### config.mk
export PLATFORM = sky130hd
export DESIGN_NAME = eep_arb_ctrl
export DESIGN_NICKNAME = d
export VERILOG_FILES = /design/src/rtl/cbc_pkg.sv /design/src/rtl/eep_tmr.sv /design/src/rtl/eep_arb_ctrl.sv
export SDC_FILE = /design/constraint.sdc
export NUM_CORES = 1
export LEC_CHECK = 0
export CAP_MARGIN = 5
export CORE_ASPECT_RATIO = 1.25
export CORE_MARGIN = 8
export CORE_UTILIZATION = 50
export DETAILED_ROUTE_END_ITERATION = 8
export PLACE_DENSITY = 0.83
export SYNTH_ARGS = -nofsm -noshare
export SYNTH_HDL_FRONTEND = slang
export SYNTH_SLANG_ARGS = --single-unit
### constraint.sdc
create_clock -name clk -period 3.7 [get_ports clk]
set_input_delay 0.925 -clock clk [delete_from_list [all_inputs] [get_ports clk]]
set_output_delay 0.925 -clock clk [all_outputs]
set_load 0.03 [all_outputs]
### src/rtl/cbc_pkg.sv
// Shared types and constants for the CBC EEPROM access path.
package cbc_pkg;

    localparam int EEP_ADDR_W    = 2;
    localparam int EEP_DATA_W    = 14;
    localparam int PUMP_3MS_800M = 2400000;

    typedef enum logic [2:0] {
        IDLE,
        RD,
        WSET,
        WPUMP,
        DONE
    } eep_state_t;

    typedef enum logic {
        OWN_LOOP = 1'b0,
        OWN_CMD  = 1'b1
    } eep_owner_t;

    function automatic int max_int(input int a, input int b);
        return (a > b) ? a : b;
    endfunction

endpackage

### src/rtl/eep_tmr.sv
// Loadable down-counter with a zero flag; holds at zero instead of wrapping.
module eep_tmr #(
    parameter int W = 4
) (
    input  logic         clk,
    input  logic         rst_n,
    input  logic         load,
    input  logic [W-1:0] load_val,
    input  logic         dec,
    output logic         zero
);

    logic [W-1:0] cnt_reg;

    always_ff @(posedge clk or negedge rst_n) begin
        if (!rst_n) begin
            cnt_reg <= '0;
        end else if (load) begin
            cnt_reg <= load_val;
        end else if (dec && (cnt_reg != '0)) begin
            cnt_reg <= cnt_reg - W'(1);
        end
    end

    assign zero = (cnt_reg == '0);

endmodule

### src/rtl/eep_arb_ctrl.sv
// EEPROM access sequencer: round-robin arbitration between control-loop reads
// and command-path reads/writes, with read hold, write pump hold and deselect.
module eep_arb_ctrl
    import cbc_pkg::*;
#(
    parameter int PUMP_CYCLES = PUMP_3MS_800M,
    parameter int RD_CYCLES   = 2
) (
    input  logic                  clk,
    input  logic                  rst_n,
    input  logic                  loop_req,
    input  logic [EEP_ADDR_W-1:0] loop_addr,
    output logic                  loop_gnt,
    output logic                  loop_done,
    input  logic                  cmd_req,
    input  logic                  cmd_wr,
    input  logic [EEP_ADDR_W-1:0] cmd_addr,
    input  logic [EEP_DATA_W-1:0] cmd_wdata,
    output logic                  cmd_gnt,
    output logic                  cmd_done,
    output logic [EEP_DATA_W-1:0] rd_data,
    output logic                  busy,
    input  logic [EEP_DATA_W-1:0] eep_rd_data,
    output logic [EEP_ADDR_W-1:0] eep_addr,
    output logic [EEP_DATA_W-1:0] eep_wdata,
    output logic                  eep_cs_n,
    output logic                  eep_r_w_n,
    output logic                  chrg_pmp_en
);

    localparam int               CNT_W     = $clog2(max_int(PUMP_CYCLES, RD_CYCLES) + 1);
    localparam logic [CNT_W-1:0] RD_LOAD   = CNT_W'(RD_CYCLES - 1);
    localparam logic [CNT_W-1:0] PUMP_LOAD = CNT_W'(PUMP_CYCLES - 1);

    eep_state_t            state_reg, state_next;
    eep_owner_t            last_owner_reg;
    logic [EEP_ADDR_W-1:0] addr_reg;
    logic [EEP_DATA_W-1:0] wdata_reg;
    logic [EEP_DATA_W-1:0] rd_data_reg;
    logic                  loop_gnt_reg;
    logic                  cmd_gnt_reg;

    logic                  grant_loop;
    logic                  grant_cmd;
    logic                  tmr_load;
    logic [CNT_W-1:0]      tmr_val;
    logic                  tmr_dec;
    logic                  tmr_zero;

    // With both requesting, the side not served last wins.
    always_comb begin
        grant_loop = 1'b0;
        grant_cmd  = 1'b0;
        if (state_reg == IDLE) begin
            if (loop_req && (!cmd_req || (last_owner_reg == OWN_CMD))) begin
                grant_loop = 1'b1;
            end else if (cmd_req) begin
                grant_cmd = 1'b1;
            end
        end
    end

    always_comb begin
        state_next  = state_reg;
        tmr_load    = 1'b0;
        tmr_val     = RD_LOAD;
        tmr_dec     = 1'b0;
        eep_cs_n    = 1'b1;
        eep_r_w_n   = 1'b1;
        chrg_pmp_en = 1'b0;
        case (state_reg)
            IDLE: begin
                if (grant_loop || (grant_cmd && !cmd_wr)) begin
                    state_next = RD;
                    tmr_load   = 1'b1;
                end else if (grant_cmd) begin
                    state_next = WSET;
                end
            end
            RD: begin
                eep_cs_n = 1'b0;
                tmr_dec  = 1'b1;
                if (tmr_zero) begin
                    state_next = DONE;
                end
            end
            WSET: begin
                eep_cs_n   = 1'b0;
                eep_r_w_n  = 1'b0;
                tmr_load   = 1'b1;
                tmr_val    = PUMP_LOAD;
                state_next = WPUMP;
            end
            WPUMP: begin
                eep_cs_n    = 1'b0;
                eep_r_w_n   = 1'b0;
                chrg_pmp_en = 1'b1;
                tmr_dec     = 1'b1;
                if (tmr_zero) begin
                    state_next = DONE;
                end
            end
            DONE: begin
                state_next = IDLE;
            end
            default: begin
                state_next = IDLE;
            end
        endcase
    end

    // Owner fields are latched at grant so requesters may change after it.
    always_ff @(posedge clk or negedge rst_n) begin
        if (!rst_n) begin
            state_reg      <= IDLE;
            last_owner_reg <= OWN_CMD;
            addr_reg       <= '0;
            wdata_reg      <= '0;
            rd_data_reg    <= '0;
            loop_gnt_reg   <= 1'b0;
            cmd_gnt_reg    <= 1'b0;
        end else begin
            state_reg    <= state_next;
            loop_gnt_reg <= grant_loop;
            cmd_gnt_reg  <= grant_cmd;
            if (grant_loop) begin
                last_owner_reg <= OWN_LOOP;
                addr_reg       <= loop_addr;
            end else if (grant_cmd) begin
                last_owner_reg <= OWN_CMD;
                addr_reg       <= cmd_addr;
                if (cmd_wr) begin
                    wdata_reg <= cmd_wdata;
                end
            end
            if ((state_reg == RD) && tmr_zero) begin
                rd_data_reg <= eep_rd_data;
            end
        end
    end

    eep_tmr #(
        .W(CNT_W)
    ) u_tmr (
        .clk      (clk),
        .rst_n    (rst_n),
        .load     (tmr_load),
        .load_val (tmr_val),
        .dec      (tmr_dec),
        .zero     (tmr_zero)
    );

    assign loop_gnt  = loop_gnt_reg;
    assign cmd_gnt   = cmd_gnt_reg;
    assign loop_done = (state_reg == DONE) && (last_owner_reg == OWN_LOOP);
    assign cmd_done  = (state_reg == DONE) && (last_owner_reg == OWN_CMD);
    assign busy      = (state_reg != IDLE);
    assign eep_addr  = addr_reg;
    assign eep_wdata = wdata_reg;
    assign rd_data   = rd_data_reg;

endmodule

==> flow_summary_export.csv <==
group,metric,value,unit
placement,hpwlAfterDp,5090,um
timing,rsz0062_at_grt,"no",
critical_path,critPathMaxFanout,10,
cts,clockBufferDepth,2,
cts,numCtsBuffers,9,
timing,setup_viol,0,
cts,path_clk_slew,0.07,ns
grt,grt_usage,18.0,%
timing,min_period,2.88,ns
synthesis,yosys.area.top_type,"dfrtp_1",
synthesis,synth_compound_area_share,10.2,%
synthesis,synth_area,0.00275,mm^2
synthesis,synthCells,244,
grt,grt_max_degree,38,
routing,viasPerCell,5.65,
grt,grt_pass1_vias,2240,
synthesis,ys_seq_area_share,52.8,%
power,vdd_drop_max,0.375,mV
synthesis,synth_cell_type_count,49,
timing,hold_viol,0,
synthesis,synth-seq-cells,58,
synthesis,synth.area.mux_share,12.8,%
synthesis,syn_avg_cell_area,11.3,um^2
synthesis,synth_most_common_cell,"dfrtp_1",
grt,grt_pass1_wl,11400,um
routing,dr.pass1.iters,4,
routing,drc,0,
timing,fmax,347,MHz
timing,maxSlewViolCount,0,
timing,finalWorstSetupSlack,0.820,ns
synthesis,synthFlopType,"dfrtp_1",
floorplan,design.die.area,0.00814,mm^2
floorplan,die_x,82.3,um
final_layout,nNetsFinal,359,
synthesis,synthAdderAreaFrac,0.455,%
placement,portBuffers,74,
routing,drt_iter0_markers,153,
outcome,status,"finished clean",
routing,totalWireLength,7060,um
synthesis,synth_xor_area_share,5.10,%
cts,root_buffer,"clkbuf_8",
power,p_leak,1.58,nW
cts,clock_latency,0.34,ns
grt,antenna_found_initial,0,
synthesis,synth-edff-count,0,
final_layout,antennaDiodeCount,0,
final_layout,drive_gt1_share,17.2,%
cts,postCtsHoldBufs,0,
floorplan,die_h,98.9,um
floorplan,fp.coreArea,0.00537,mm^2
timing,period_share,77.8,%
routing,wl_per_cell,18.1,um
hold_path,worstHoldStart,"eep_wdata[7]",
placement,place_ws,0.751,ns
timing,finalClockSkew,0.0124,ns
timing,fin_tns_setup,0,ns
critical_path,r2r_start,"u_tmr.cnt_reg[15]",
synthesis,synth_area_leaders,"dfrtp_1, mux2_2, mux2_4",
final_layout,largest_reg_flops,22,
critical_path,endpoint_kind,"output pin",
cts,clkSinkCount,58,
floorplan,start_util,51.2,%
synthesis,syn_nets,282,
power,powerDensity,368,mW/mm^2
cts,cts_max_level,3,
synthesis,yosysWarnings,0,
timing,slew-limit-headroom,49.0,%
synthesis,synth_top_family_by_area,"simple AND/OR/NAND/NOR gates",
cts,cts_tree,"built",
synthesis,synthArstFlopShare,100,%
hold_path,hp-class,"reg -> reg",
critical_path,crit_path_start,"state_reg[2]",
critical_path,required,2.77,ns
grt,grt-ovfl-total,0,
cts,ctsResizeCount,0,
routing,vias,2204,
final_layout,fillers,398,
timing,tightest_slew,0.765,ns
critical_path,path_class,"reg -> out",
critical_path,start_kind,"register",
synthesis,synth_top_area_share,51.9,%
critical_path,worstPathArrival,1.96,ns
timing,hold_ws,0.506,ns
synthesis,yosys.area_share.simple,15.8,%
placement,place_congestion,0.871,
synthesis,synth_commonest_cells,"dfrtp_1, nand2_1, mux2_2, o21ai_0, nor2_1",
routing,ant_nets,0,
run,maxCapViolCount,0,
final_layout,syn_to_final_growth,36.7,%
floorplan,io_pins,75,
cts,post_cts_buffers,0,
floorplan,num_rows,30,
-- power breakdown --
group,internal (W),leakage [nW],switching (W)
Combinational,0.0000552,0.773,0.0000405
Clock,0.000380,0.0987,0.000261
Sequential,0.000642,0.708,0.00000398
Total,0.00108,1.58,0.000306
-- placed cells by master, fill, tap and decap left out, types with 2 or more instances in the layout --
cell type        instances
dfrtp_1                 57
bufinv_16                2
and3_1                   2
clkbuf_8                 9
nand2b_1                 3
a2111oi_0                2
o211ai_1                 4
mux2_4                  10
o21ai_0                 18
o31ai_1                  2
mux2_2                  18
xnor2_1                  6
a31oi_1                  2
nor4_1                   6
clkdlybuf4s50_1         73
buf_4                    4
clkinvlp_4               3
nand3_1                  3
nand4_1                  3
or4_1                    5
nor2_1                  17
xor2_1                  10
inv_1                    5
a21oi_1                  6
nand2_1                 19
nor3_1                   8
or3_1                    2
o21a_1                   2
-- logic make-up (layout without fill, tap and decap cells) --
group / after synthesis / count (layout)
fa+ha+maj: 1 / 1
simple gates: 79 / 79
buf+inv: 17 / 99
compound gates: 45 / 45
flops: 58 / 58
xor+xnor: 16 / 16
mux: 28 / 28
-- worst paths after layout --
check,endpoint,cells past startpoint,slack [ns]
setup / recovery,chrg_pmp_en,4,0.82
hold / removal,eep_wdata[7],1,0.51
setup reg to reg,rd_data[13],4,1.13
hold reg to reg,eep_wdata[7],1,0.51
max in group asynchronous,last_owner_reg,2,2.26
min in group asynchronous,eep_addr[1],1,0.56
-- critical path, stage by stage (launching register included) --
cell and delay [ns]:
dfrtp_1 0.47, nor2b_1 0.16, buf_4 0.18, and2_1 0.13
clkdlybuf4s50_1 0.68
-- cell type report --
cell class                      instances  area, um^2  share of cell area [%]
Clock buffer                           10         128                    3.40
Clock inverter                          6        91.3                    2.43
Inverter                                5        18.8                   0.499
Multi-Input combinational cell        169        1220                    32.5
Sequential cell                        58        1450                    38.6
Tap cell                               64        80.1                    2.13
Timing Repair Buffer                   78         766                    20.4
-- metal layers --
| layer | up-vias | wire [um] | part of all wire [%] | track usage [%] |
|---|---|---|---|---|
| met3 | 8 | 640 | 9.1 | 5.28 |
| li1 | 1033 | - | - | - |
| met4 | 0 | 91 | 1.3 | 5.83 |
| met5 | - | 0 | 0 | 0 |
| met2 | 91 | 3300 | 47 | 27.7 |
| met1 | 1072 | 3030 | 43 | 23.3 |
-- through the flow --
step,cell area [um^2],total power (W),utilization (%),std cells
CTS,3760,0.00139,70.0,390
global placement,3540,0.000753,65.9,374
detailed placement,3540,0.000754,65.9,374
global route,3760,0.00143,70.0,390
finish,3760,0.00138,70.0,390
floorplan,2750,0.000684,-,244
(Power assumes the default switching activity.)
